`src/rtl/game_flow_if.sv`:
```
// Signal bundle between the game sequencer and the surrounding game logic.
// The slave side is the sequencer. The master side is the frame timing, the buttons and the object blocks.
interface game_flow_if;
    logic       startOfFrame;
    logic       start_pressed;
    logic       player_died;
    logic       player_eat_dimond;
    logic [2:0] game_state;
    logic       freeze;
    logic       level_load;
    logic       respawn;
    logic [3:0] level;
    logic [2:0] lives;
    logic [4:0] diamonds_left;

    modport master (
        output startOfFrame, start_pressed, player_died, player_eat_dimond,
        input  game_state, freeze, level_load, respawn, level, lives, diamonds_left
    );

    modport slave (
        input  startOfFrame, start_pressed, player_died, player_eat_dimond,
        output game_state, freeze, level_load, respawn, level, lives, diamonds_left
    );
endinterface

```
`src/rtl/game_flow_controller.sv`:
```
// Digger game sequencer: title, level load, play, death, level clear and game over.
// Timed phases count startOfFrame pulses. Every output comes straight from a register.
module game_flow_controller #(
    parameter int unsigned DIAMONDS_PER_LEVEL = 8,
    parameter int unsigned MAX_LEVEL          = 8,
    parameter int unsigned START_LIVES        = 3,
    parameter int unsigned DEATH_FRAMES       = 90,
    parameter int unsigned CLEAR_FRAMES       = 120,
    parameter int unsigned OVER_FRAMES        = 60
) (
    input  logic       clk,
    input  logic       reset,
    game_flow_if.slave gf
);
    typedef enum logic [2:0] {
        S_IDLE       = 3'd0,
        S_LOAD       = 3'd1,
        S_PLAY       = 3'd2,
        S_DYING      = 3'd3,
        S_RESPAWN    = 3'd4,
        S_LEVEL_DONE = 3'd5,
        S_GAME_OVER  = 3'd6
    } state_t;

    localparam logic [4:0] DIAMONDS_INIT = 5'(DIAMONDS_PER_LEVEL);
    localparam logic [3:0] LEVEL_LAST    = 4'(MAX_LEVEL);
    localparam logic [2:0] LIVES_INIT    = 3'(START_LIVES);
    localparam logic [7:0] DEATH_LAST    = 8'(DEATH_FRAMES - 1);
    localparam logic [7:0] CLEAR_LAST    = 8'(CLEAR_FRAMES - 1);
    localparam logic [7:0] OVER_DONE     = 8'(OVER_FRAMES);

    state_t     state_q;
    logic       start_q;
    logic [7:0] frame_q;
    logic       freeze_q;
    logic       level_load_q;
    logic       respawn_q;
    logic [3:0] level_q;
    logic [2:0] lives_q;
    logic [4:0] diamonds_q;
    logic       start_rise;

    assign start_rise = gf.start_pressed & ~start_q;

    always_ff @(posedge clk) begin
        if (reset) begin
            state_q      <= S_IDLE;
            start_q      <= 1'b1;    // a button held through reset produces no edge
            frame_q      <= 8'd0;
            freeze_q     <= 1'b1;
            level_load_q <= 1'b0;
            respawn_q    <= 1'b0;
            level_q      <= 4'd1;
            lives_q      <= 3'd0;
            diamonds_q   <= 5'd0;
        end else begin
            start_q      <= gf.start_pressed;
            level_load_q <= 1'b0;
            respawn_q    <= 1'b0;
            case (state_q)
                S_IDLE: begin
                    if (start_rise) begin
                        lives_q      <= LIVES_INIT;
                        level_q      <= 4'd1;
                        diamonds_q   <= DIAMONDS_INIT;
                        level_load_q <= 1'b1;
                        frame_q      <= 8'd0;
                        state_q      <= S_LOAD;
                    end
                end
                S_LOAD: begin
                    if (gf.startOfFrame) begin
                        freeze_q <= 1'b0;
                        frame_q  <= 8'd0;
                        state_q  <= S_PLAY;
                    end
                end
                S_PLAY: begin
                    // The diamond has priority. A death in the same cycle counts only if the level is not cleared.
                    if (gf.player_eat_dimond && diamonds_q == 5'd1) begin
                        diamonds_q <= 5'd0;
                        freeze_q   <= 1'b1;
                        frame_q    <= 8'd0;
                        state_q    <= S_LEVEL_DONE;
                    end else begin
                        if (gf.player_eat_dimond) begin
                            diamonds_q <= diamonds_q - 5'd1;
                        end
                        if (gf.player_died && lives_q != 3'd0) begin
                            lives_q  <= lives_q - 3'd1;
                            freeze_q <= 1'b1;
                            frame_q  <= 8'd0;
                            state_q  <= S_DYING;
                        end
                    end
                end
                S_DYING: begin
                    if (gf.startOfFrame) begin
                        if (frame_q == DEATH_LAST) begin
                            frame_q <= 8'd0;
                            if (lives_q == 3'd0) begin
                                state_q <= S_GAME_OVER;
                            end else begin
                                respawn_q <= 1'b1;
                                state_q   <= S_RESPAWN;
                            end
                        end else begin
                            frame_q <= frame_q + 8'd1;
                        end
                    end
                end
                S_RESPAWN: begin
                    freeze_q <= 1'b0;
                    frame_q  <= 8'd0;
                    state_q  <= S_PLAY;
                end
                S_LEVEL_DONE: begin
                    if (gf.startOfFrame) begin
                        if (frame_q == CLEAR_LAST) begin
                            level_q      <= (level_q == LEVEL_LAST) ? 4'd1 : level_q + 4'd1;
                            diamonds_q   <= DIAMONDS_INIT;
                            level_load_q <= 1'b1;
                            frame_q      <= 8'd0;
                            state_q      <= S_LOAD;
                        end else begin
                            frame_q <= frame_q + 8'd1;
                        end
                    end
                end
                S_GAME_OVER: begin
                    // The counter saturates at the hold time, so Start stays accepted however long the screen is shown.
                    if (start_rise && frame_q == OVER_DONE) begin
                        frame_q <= 8'd0;
                        state_q <= S_IDLE;
                    end else if (gf.startOfFrame && frame_q != OVER_DONE) begin
                        frame_q <= frame_q + 8'd1;
                    end
                end
                default: begin
                    freeze_q <= 1'b1;
                    frame_q  <= 8'd0;
                    state_q  <= S_IDLE;
                end
            endcase
        end
    end

    assign gf.game_state    = state_q;
    assign gf.freeze        = freeze_q;
    assign gf.level_load    = level_load_q;
    assign gf.respawn       = respawn_q;
    assign gf.level         = level_q;
    assign gf.lives         = lives_q;
    assign gf.diamonds_left = diamonds_q;
endmodule

```
`src/flat_wrapper.sv`:
```
// flat-port wrapper written by rule: the top's interface ports become plain ports
module game_flow_controller_flat 
#(
    parameter int unsigned DIAMONDS_PER_LEVEL = 8,
    parameter int unsigned MAX_LEVEL          = 8,
    parameter int unsigned START_LIVES        = 3,
    parameter int unsigned DEATH_FRAMES       = 90,
    parameter int unsigned CLEAR_FRAMES       = 120,
    parameter int unsigned OVER_FRAMES        = 60
)
  (clk, reset, gf_startOfFrame, gf_start_pressed, gf_player_died, gf_player_eat_dimond, gf_game_state, gf_freeze, gf_level_load, gf_respawn, gf_level, gf_lives, gf_diamonds_left);
  game_flow_if gf_i ();
  input  logic clk;
  input  logic reset;
  input wire logic [$bits(gf_i.startOfFrame)-1:0] gf_startOfFrame;
  input wire logic [$bits(gf_i.start_pressed)-1:0] gf_start_pressed;
  input wire logic [$bits(gf_i.player_died)-1:0] gf_player_died;
  input wire logic [$bits(gf_i.player_eat_dimond)-1:0] gf_player_eat_dimond;
  output wire logic [$bits(gf_i.game_state)-1:0] gf_game_state;
  output wire logic [$bits(gf_i.freeze)-1:0] gf_freeze;
  output wire logic [$bits(gf_i.level_load)-1:0] gf_level_load;
  output wire logic [$bits(gf_i.respawn)-1:0] gf_respawn;
  output wire logic [$bits(gf_i.level)-1:0] gf_level;
  output wire logic [$bits(gf_i.lives)-1:0] gf_lives;
  output wire logic [$bits(gf_i.diamonds_left)-1:0] gf_diamonds_left;
  assign gf_i.startOfFrame = gf_startOfFrame;
  assign gf_i.start_pressed = gf_start_pressed;
  assign gf_i.player_died = gf_player_died;
  assign gf_i.player_eat_dimond = gf_player_eat_dimond;
  assign gf_game_state = gf_i.game_state;
  assign gf_freeze = gf_i.freeze;
  assign gf_level_load = gf_i.level_load;
  assign gf_respawn = gf_i.respawn;
  assign gf_level = gf_i.level;
  assign gf_lives = gf_i.lives;
  assign gf_diamonds_left = gf_i.diamonds_left;
  game_flow_controller #(.DIAMONDS_PER_LEVEL(DIAMONDS_PER_LEVEL), .MAX_LEVEL(MAX_LEVEL), .START_LIVES(START_LIVES), .DEATH_FRAMES(DEATH_FRAMES), .CLEAR_FRAMES(CLEAR_FRAMES), .OVER_FRAMES(OVER_FRAMES)) u_core (.clk(clk), .reset(reset), .gf(gf_i));
endmodule
```
`config.mk`:
```
export PLATFORM = sky130hd
export DESIGN_NAME = game_flow_controller_flat
export DESIGN_NICKNAME = d
export VERILOG_FILES = /design/src/rtl/game_flow_if.sv /design/src/rtl/game_flow_controller.sv /design/src/flat_wrapper.sv
export SDC_FILE = /design/constraint.sdc
export NUM_CORES = 1
export LEC_CHECK = 0
export CAP_MARGIN = 15
export CORE_MARGIN = 1
export CORE_UTILIZATION = 29
export DETAILED_ROUTE_END_ITERATION = 12
export SYNTH_ARGS = -nofsm -noshare
export SYNTH_HDL_FRONTEND = slang
export SYNTH_SLANG_ARGS = --single-unit
```
`constraint.sdc`:
```
create_clock -name clk -period 2.1 [get_ports clk]
set_input_delay 0.21 -clock clk [delete_from_list [all_inputs] [get_ports clk]]
set_output_delay 0.21 -clock clk [all_outputs]
set_load 0.01 [all_outputs]
```
# [Word-level counts from Yosys, hierarchy flattened]
# Cells that the tools add are included.
[word_totals] input_bits=6 register_bits=27
[classes] bitwise=6 n_mux=46 add_sub_neg=4 reduce_logical=18 n_eq_ne=24
[op_table] operator="$mux 8" n=10
[op_table] operator="$pmux 8 s6" n=1
[op_table] operator="$mux 3" n=12
[op_table] operator="$mux 5" n=5
[op_table] operator="$pmux 3 s7" n=1
[op_table] operator="$eq 8x7->1 const B" n=2
[op_table] operator="$mux 4" n=4
[op_table] operator="$pmux 5 s3" n=1
[op_table] operator="$ne 2x1->1 const B" n=5
[op_table] operator="$eq 3x3->1 const B" n=3
[op_table] operator="$add 8x1->8 const B" n=1
[op_table] operator="$eq 8x6->1 const B" n=1
[op_table] operator="$ne 2x2->1 const B" n=4
[op_table] operator="$ne 8x6->1 const B" n=1
[op_table] operator="$pmux 4 s2" n=1
[op_table] operator="$reduce_and 4->1" n=2
[op_table] operator="$reduce_and 8->1" n=1
[op_table] operator="$reduce_or 4->1" n=2
[op_table] operator="$mux 1" n=7
[op_table] operator="$eq 3x2->1 const B" n=2
[op_table] operator="$logic_not 3->1" n=2
[op_table] operator="$ne 3x1->1 const B" n=2
[op_table] operator="$pmux 3 s2" n=1
[op_table] operator="$reduce_and 6->1" n=1
[op_table] operator="17 further kinds" n=26

# [Longest topological paths before layout]
# Gate-level depths: netlist of run 1.
[depth] word_depth=5 mapped_depth=8 ltp_nobuf=7

# [Worst setup path after synthesis of run 1]
# No wires, ideal clock.
[synth_timing] kind="reg2reg" startpoint="register u_core.frame_q[0]" endpoint="register u_core.level_q[3] (netlist: u_core.gf.level[3])" path_buffers=0 setup_time_ns=0.070 stages_incl_launch_ff=7 t_required_ns=2.030 setup_slack_ns=0.019 arrival_time_ns=2.010 cell_sequence="dfxtp_1 > ha_1 > nand4b_1 > or4b_1 > a21o_1 > or4_1 > a21oi_1"
[synth_via] elab_chain_cells=3
[synth_lines] item="start, declared" line="game_flow_controller.sv:34" source="logic [7:0] frame_q;"
[synth_lines] item="start signal, assigned" line="game_flow_controller.sv:108" source="frame_q <= frame_q + 8'd1;"
[synth_lines] item="start signal, assigned" line="game_flow_controller.sv:126" source="frame_q <= frame_q + 8'd1;"
[synth_lines] item="start signal, assigned" line="game_flow_controller.sv:136" source="frame_q <= frame_q + 8'd1;"
[synth_lines] item="$eq 8x7->1" line="game_flow_controller.sv:119" source="if (frame_q == CLEAR_LAST) begin"
[synth_lines] item="$ne 2x1->1 (no line)"
[synth_lines] item="$reduce_and 4->1 (no line)"
[synth_lines] item="end signal, assigned" line="game_flow_controller.sv:120" source="level_q <= (level_q == LEVEL_LAST) ? 4'd1 : level_q + 4'd1;"
[synth_lines] item="end, declared" line="game_flow_controller.sv:38" source="logic [3:0] level_q;"
# No other way between the ends.
# A chain may end at the register's enable or synchronous reset.

# [Worst setup path after layout of run 1]
# Ends and elaborated chain as after synthesis.

==> impl_metrics.ini, run 1 <==
[drt]
viasPerCell = 5.203
firstDrtPassIters = 4
drt_wl_total_microns = 4788
drtAntennaViolNets = 0
vias = 1790
avgRoutedWirePerCell_microns = 13.92
drt-initial-drc-count = 73
drc = 0

[logic_synthesis]
async_reset_ff_share_pct = 0
yosys_warnings = 0
yosysTopAreaCell = dfxtp_1
synth_top_area_share_pct = 31.12
syn-instance-count = 218
syn-num-nets = 233
synthTopCellsByArea = dfxtp_1, ha_1, a21oi_1, nand2_1, o21ai_0
seq_area_frac_synth_pct = 31.12
ys_seq_elements = 27
syn-cell-area_sq_um = 1737
netlist-cell-type-count = 51
synth-edff-count = 0
yosys_most_used_dff = dfxtp_1
avgSynthCellArea_sq_um = 7.966

[global_routing]
grt_pass1_wl_microns = 7845
antenna_found_initial = 0
grt_pass1_vias = 1673
grt-ovfl-total = 0
track_usage_pct = 15.72
grt_max_degree = 15

[sta]
layout_min_cycle_time_ns = 2.052
max_slew.worst_pin.slew_ns = 0.4476
fmax_mhz = 487.4
finClkSkew_ns = 0.01013
fin_ws_ns = 0.04840
post-route-period-util_pct = 97.70
finalSetupViolCount = 0
slew_headroom_pct = 70.05
rsz0062_at_grt = yes
hold_viol = 0
timing.hold.ws_ns = 0.4945
drv_slew = 0

[floorplanning]
start_util_pct = 30.78
die_x_microns = 79.39
dieArea_sq_um = 6302
core_sq_um = 5642
rows = 27
fp.dieH_microns = 79.39
io_pins = 24

[placement]
placed_area_sq_um = 2290
dpl.hpwl_microns = 3633
portBuffers = 23
pre_cts_ws_ns = -0.09626
gp_congestion = 0.8665

[finish]
syn2layout_area_growth_pct = 35.52
final_area_sq_um = 2354
fin_nets = 288
drive_gt1_share_pct = 18.75
finish.utilization_pct = 41.72
antenna_cells = 0

[worst_hold_path]
hp-start = u_core.gf.diamonds_left[1]$_SDFFE_PP0P_
hold_depth = 2
hold_class = flop to flop

[setup_path]
cp-start-kind = flop
crit_path_end_kind = flop
critPathLaunch = u_core.frame_q[0]$_SDFFE_PP0P_
cp_data_required_time_ns = 2.33
critPathMaxStageDelay_ns = 0.50
crit_path_top_delay_cell = or4b_4
cp.arrival_ns = 2.28
criticalPathCategory = flop to flop
rr_worst_depth = 6
worstPathCellList = ha_1 -> nand4b_1 -> or4b_4 -> a21o_1 -> or4_1 -> a21oi_1
reg2reg_from = u_core.frame_q[0]$_SDFFE_PP0P_
critPathMaxFanout = 5

[pwr]
p_leak_nw = 0.8705
power_density_nw_per_um2 = 721.3
max-vdd-ir-drop_v = 0.0003273

[clocking]
cts_sinks = 27
clockRootBuffer = clkbuf_8
cts_max_level = 1
clk_latency_ns = 0.28
cts_buffers = 3
path_clk_slew_ns = 0.10
clk_path_buf_depth = 2
tritoncts = done
hold_buffers = 0

[flow_run]
max_cap_violations = 0

[status]
status = complete, no violations
[layout by cell type, fill, tap and decap left out, types with 3 or more instances in the layout]
cell type and instances:
a31oi_1 5, nand3b_1 4, a21o_1 4, buf_4 37
nand3_1 11, or3_1 3, a211o_1 5, a41oi_1 3
ha_1 9, nand2b_1 5, clkdlybuf4s50_1 23, nor2b_1 5
o31ai_1 5, or4_1 4, dfxtp_1 24, nor3_1 5
nor4_1 4, clkbuf_8 3, nand2_1 18, o21ai_0 13
a21oi_1 18, nor2_1 8, inv_1 11, nand4_1 4
[critical path: cells and delay by family (launching register included)]
family / cells / cell delay [ns]
AOI/OAI and AO/OA: 2 / 0.34
adders and majority gates: 1 / 0.18
and+or+nand+nor: 3 / 1.08
DFF: 1 / 0.38
[timing repair]
action                     CTS  global route
setup endpoints to repair    1             7
buffers inserted             0             0
gates resized for setup      1             7
pin swaps                    0             2
gates cloned                 0             0
[flip-flops by register name, summed over array words and instances (netlist names)]
name and flops:
u_core.gf.lives 3, u_core.gf.diamonds_left 5, u_core.frame_q 8, u_core.gf.game_state 3, u_core.start_q 1, u_core.gf.freeze 1, u_core.gf.respawn 1, u_core.gf.level 4
u_core.gf.level_load 1
[cells by family after synthesis]
logic type	Yosys count	synth area share (%)
AO/OA/AOI/OAI	69	25.94
AND/OR/NAND/NOR	88	29.32
multiplexers	2	1.153
XOR/XNOR	2	1.009
flip-flops	27	31.12
buffers and inverters	21	4.971
adder cells (fa/ha/maj)	9	6.484
[power breakdown]
group	internal, mW	total, mW	switching [mW]
combinational	0.378	0.763	0.385
sequential	0.566	0.619	0.0535
clock	0.137	0.316	0.179
total	1.08	1.70	0.617
[synth_stat cells, drive strengths merged, types with 2 or more instances]
cell type  count
a211o          5
dfxtp         27
mux2i          2
inv           11
nand2         18
nand3         11
nor2           9
and3b          2
a211oi         2
o211ai         2
nand3b         4
a21boi         2
nor3           5
nand2b         5
nor4bb         2
and2           2
a41oi          3
or3            3
o21ai         14
a21o           4
o21a           2
or3b           3
nand4          4
and4           2
nor4           4
o31ai          5
a31oi          5
a21oi         18
clkbuf         7
ha             9
buf            3
or4            4
nor2b          5
[per-stage QoR]
stage / total power, mW / TNS (ns) / cells
after floorplan: 1.019 / 0 / 218
after global placement: 1.363 / -0.2900 / 340
after detailed placement: 1.372 / -0.4262 / 340
after CTS: 1.692 / 0 / 344
after global routing: 1.790 / -0.05859 / 344
final: 1.698 / 0 / 344
[area by class of cell]
class / instances / area, sq um
Clock buffer: 4 / 45.04
Fill cell: 566 / 3288
Inverter: 11 / 41.29
Multi-Input combinational cell: 170 / 1122
Sequential cell: 27 / 546.8
Tap cell: 72 / 90.09
Timing Repair Buffer: 60 / 508.0
[metal layers]
layer / GRT usage [%] / wire [microns] / vias to the layer above
met5: 0 / 0 / -
met4: 6.000 / 76 / 0
met3: 2.514 / 180 / 6
met2: 26.03 / 2155 / 34
met1: 20.33 / 2374 / 820
li1: - / - / 930
[worst paths after layout]
| check | end | slack, ns |
|---|---|---|
| worst max register to register | u_core.gf.level[3]$_SDFFE_PP0P_ | 0.05 |
| worst min register to register | u_core.gf.diamonds_left[1]$_SDFFE_PP0P_ | 0.49 |
| worst min-delay path | u_core.gf.diamonds_left[1]$_SDFFE_PP0P_ | 0.49 |
| worst max-delay path | u_core.gf.level[3]$_SDFFE_PP0P_ | 0.05 |
No activity file was read; power rests on OpenSTA's default activity.
==> run 2: changes to the inputs <==
Settings changed: SETUP_SLACK_MARGIN from default to 0.02.
==> impl_metrics.ini, run 2 (synthesized netlist as in run 1, its figures left out) <==
[clocking]
clk_path_buf_depth = 2
cts_max_level = 1
cts_buffers = 3
clockRootBuffer = clkbuf_8
cts_sinks = 27
tritoncts = done
path_clk_slew_ns = 0.10
clk_latency_ns = 0.27

[worst_hold_path]
hold_class = flop to flop

[finish]
drive_gt1_share_pct = 22.18
mostFrequentLayoutCells = buf_4, clkdlybuf4s50_1, dfxtp_1
fin_nets = 291
finish.utilization_pct = 42.67
largest_reg_flops = 8
syn2layout_area_growth_pct = 38.62
regMostFlops = u_core.frame_q
antenna_cells = 0
fillCellCount = 572
finalNonFillerCells = 347
layout_commonest_cell = buf_4
final_area_sq_um = 2407

[floorplanning]
io_pins = 24
start_util_pct = 30.78
dieArea_sq_um = 6302
fp.dieH_microns = 79.39
die_x_microns = 79.39
core_sq_um = 5642
rows = 27

[sta]
drv_slew = 0
fmax_mhz = 497.9
finClkSkew_ns = 0.005809
post-route-period-util_pct = 95.65
max_slew.worst_pin.slew_ns = 0.4801
fin_ws_ns = 0.09137
hold_viol = 0
finalSetupViolCount = 0
rsz0062_at_grt = yes
slew_headroom_pct = 67.93
timing.hold.ws_ns = 0.4807
tns_ns = 0
layout_min_cycle_time_ns = 2.009

[global_routing]
grt_pass1_wl_microns = 8079
grt_max_degree = 15
track_usage_pct = 16.17
grt_pass1_vias = 1670
antenna_found_initial = 0
grt-ovfl-total = 0

[drt]
firstDrtPassIters = 4
drc = 0
vias = 1851
drtAntennaViolNets = 0
viasPerCell = 5.334
drt_wl_total_microns = 4809
drt-initial-drc-count = 102
avgRoutedWirePerCell_microns = 13.86

[setup_path]
cp-start-kind = flop
cp_data_required_time_ns = 2.31
cp.arrival_ns = 2.22
critical-path-top-delay-family = compound AO/OA/AOI/OAI gates
cp.buffers_inverters = 3
crit_path_end_kind = flop
criticalPathCategory = flop to flop
crit_path_top_delay_cell = dfxtp_2
worstPathCellList = buf_4 -> ha_1 -> nor4bb_1 -> buf_4 -> a211o_1 -> buf_4 -> and3_1 -> a21o_1 -> a21oi_2
path_common_cell = buf_4
critPathMaxFanout = 5
critPathMaxStageDelay_ns = 0.35

[placement]
placed_area_sq_um = 2307
pre_cts_ws_ns = -0.1104
gp_congestion = 0.8962
portBuffers = 23
dp_cells = 342
dpl.hpwl_microns = 3702

[pwr]
power_density_nw_per_um2 = 713.4
p_leak_nw = 0.8847
max-vdd-ir-drop_v = 0.0003436
finalPower_mw = 1.717

[status]
status = complete, no violations

[flow_run]
max_cap_violations = 0
run 2: cell count changes in the layout (fill, tap and decap cells not counted), moves of 2 or more:
| cell | delta |
|---|---|
| buf_4 | +3 |
| dfxtp_2 | +2 |
| a21oi_1 | -3 |
| a21oi_2 | +3 |
| ha_1 | -2 |
run 2: layout make-up:
type / instances / area [sq um] / share of cell area (%)
Multi-Input combinational cell: 170 / 1155 / 47.97
Timing Repair Buffer: 63 / 530.5 / 22.04
Inverter: 11 / 41.29 / 1.715
Sequential cell: 27 / 545.5 / 22.66
Clock buffer: 4 / 45.04 / 1.871
Tap cell: 72 / 90.09 / 3.742
run 2: layer usage:
| layer | wire length [microns] | GRT usage, % |
|---|---|---|
| met5 | 0 | 0 |
| met4 | 49 | 5.273 |
| met3 | 195 | 2.057 |
| met2 | 2164 | 25.78 |
| met1 | 2400 | 22.40 |
run 2: power by group:
group	internal [mW]	total, mW	switching [mW]	leakage (nW)
registers	0.562	0.615	0.0527	0.221
logic	0.396	0.798	0.402	0.641
clock network	0.136	0.305	0.168	0.0228
run 2: timing repair:
action	4_1_cts	5_1_grt
hold buffers	0	0
pin swaps	0	3
endpoints found under the hold margin	0	0
gates resized for setup	1	13
gates cloned	0	0
setup buffers	0	1
setup endpoints to repair	1	13
run 2: worst paths after layout:
path                                           start  depth (start not counted)  slack, ns                                       to
max                   u_core.frame_q[0]$_SDFFE_PP0P_                          9       0.09           u_core.frame_q[0]$_SDFFE_PP0P_
min          u_core.gf.diamonds_left[1]$_SDFFE_PP0P_                          2       0.48  u_core.gf.diamonds_left[1]$_SDFFE_PP0P_
max reg2reg           u_core.frame_q[0]$_SDFFE_PP0P_                          9       0.09           u_core.frame_q[0]$_SDFFE_PP0P_
min reg2reg  u_core.gf.diamonds_left[1]$_SDFFE_PP0P_                          2       0.48  u_core.gf.diamonds_left[1]$_SDFFE_PP0P_
run 2: worst min-delay path: stages (launching register included):
cell,delay [ns]
dfxtp_2,0.35
nand2_1,0.05
a21oi_1,0.05
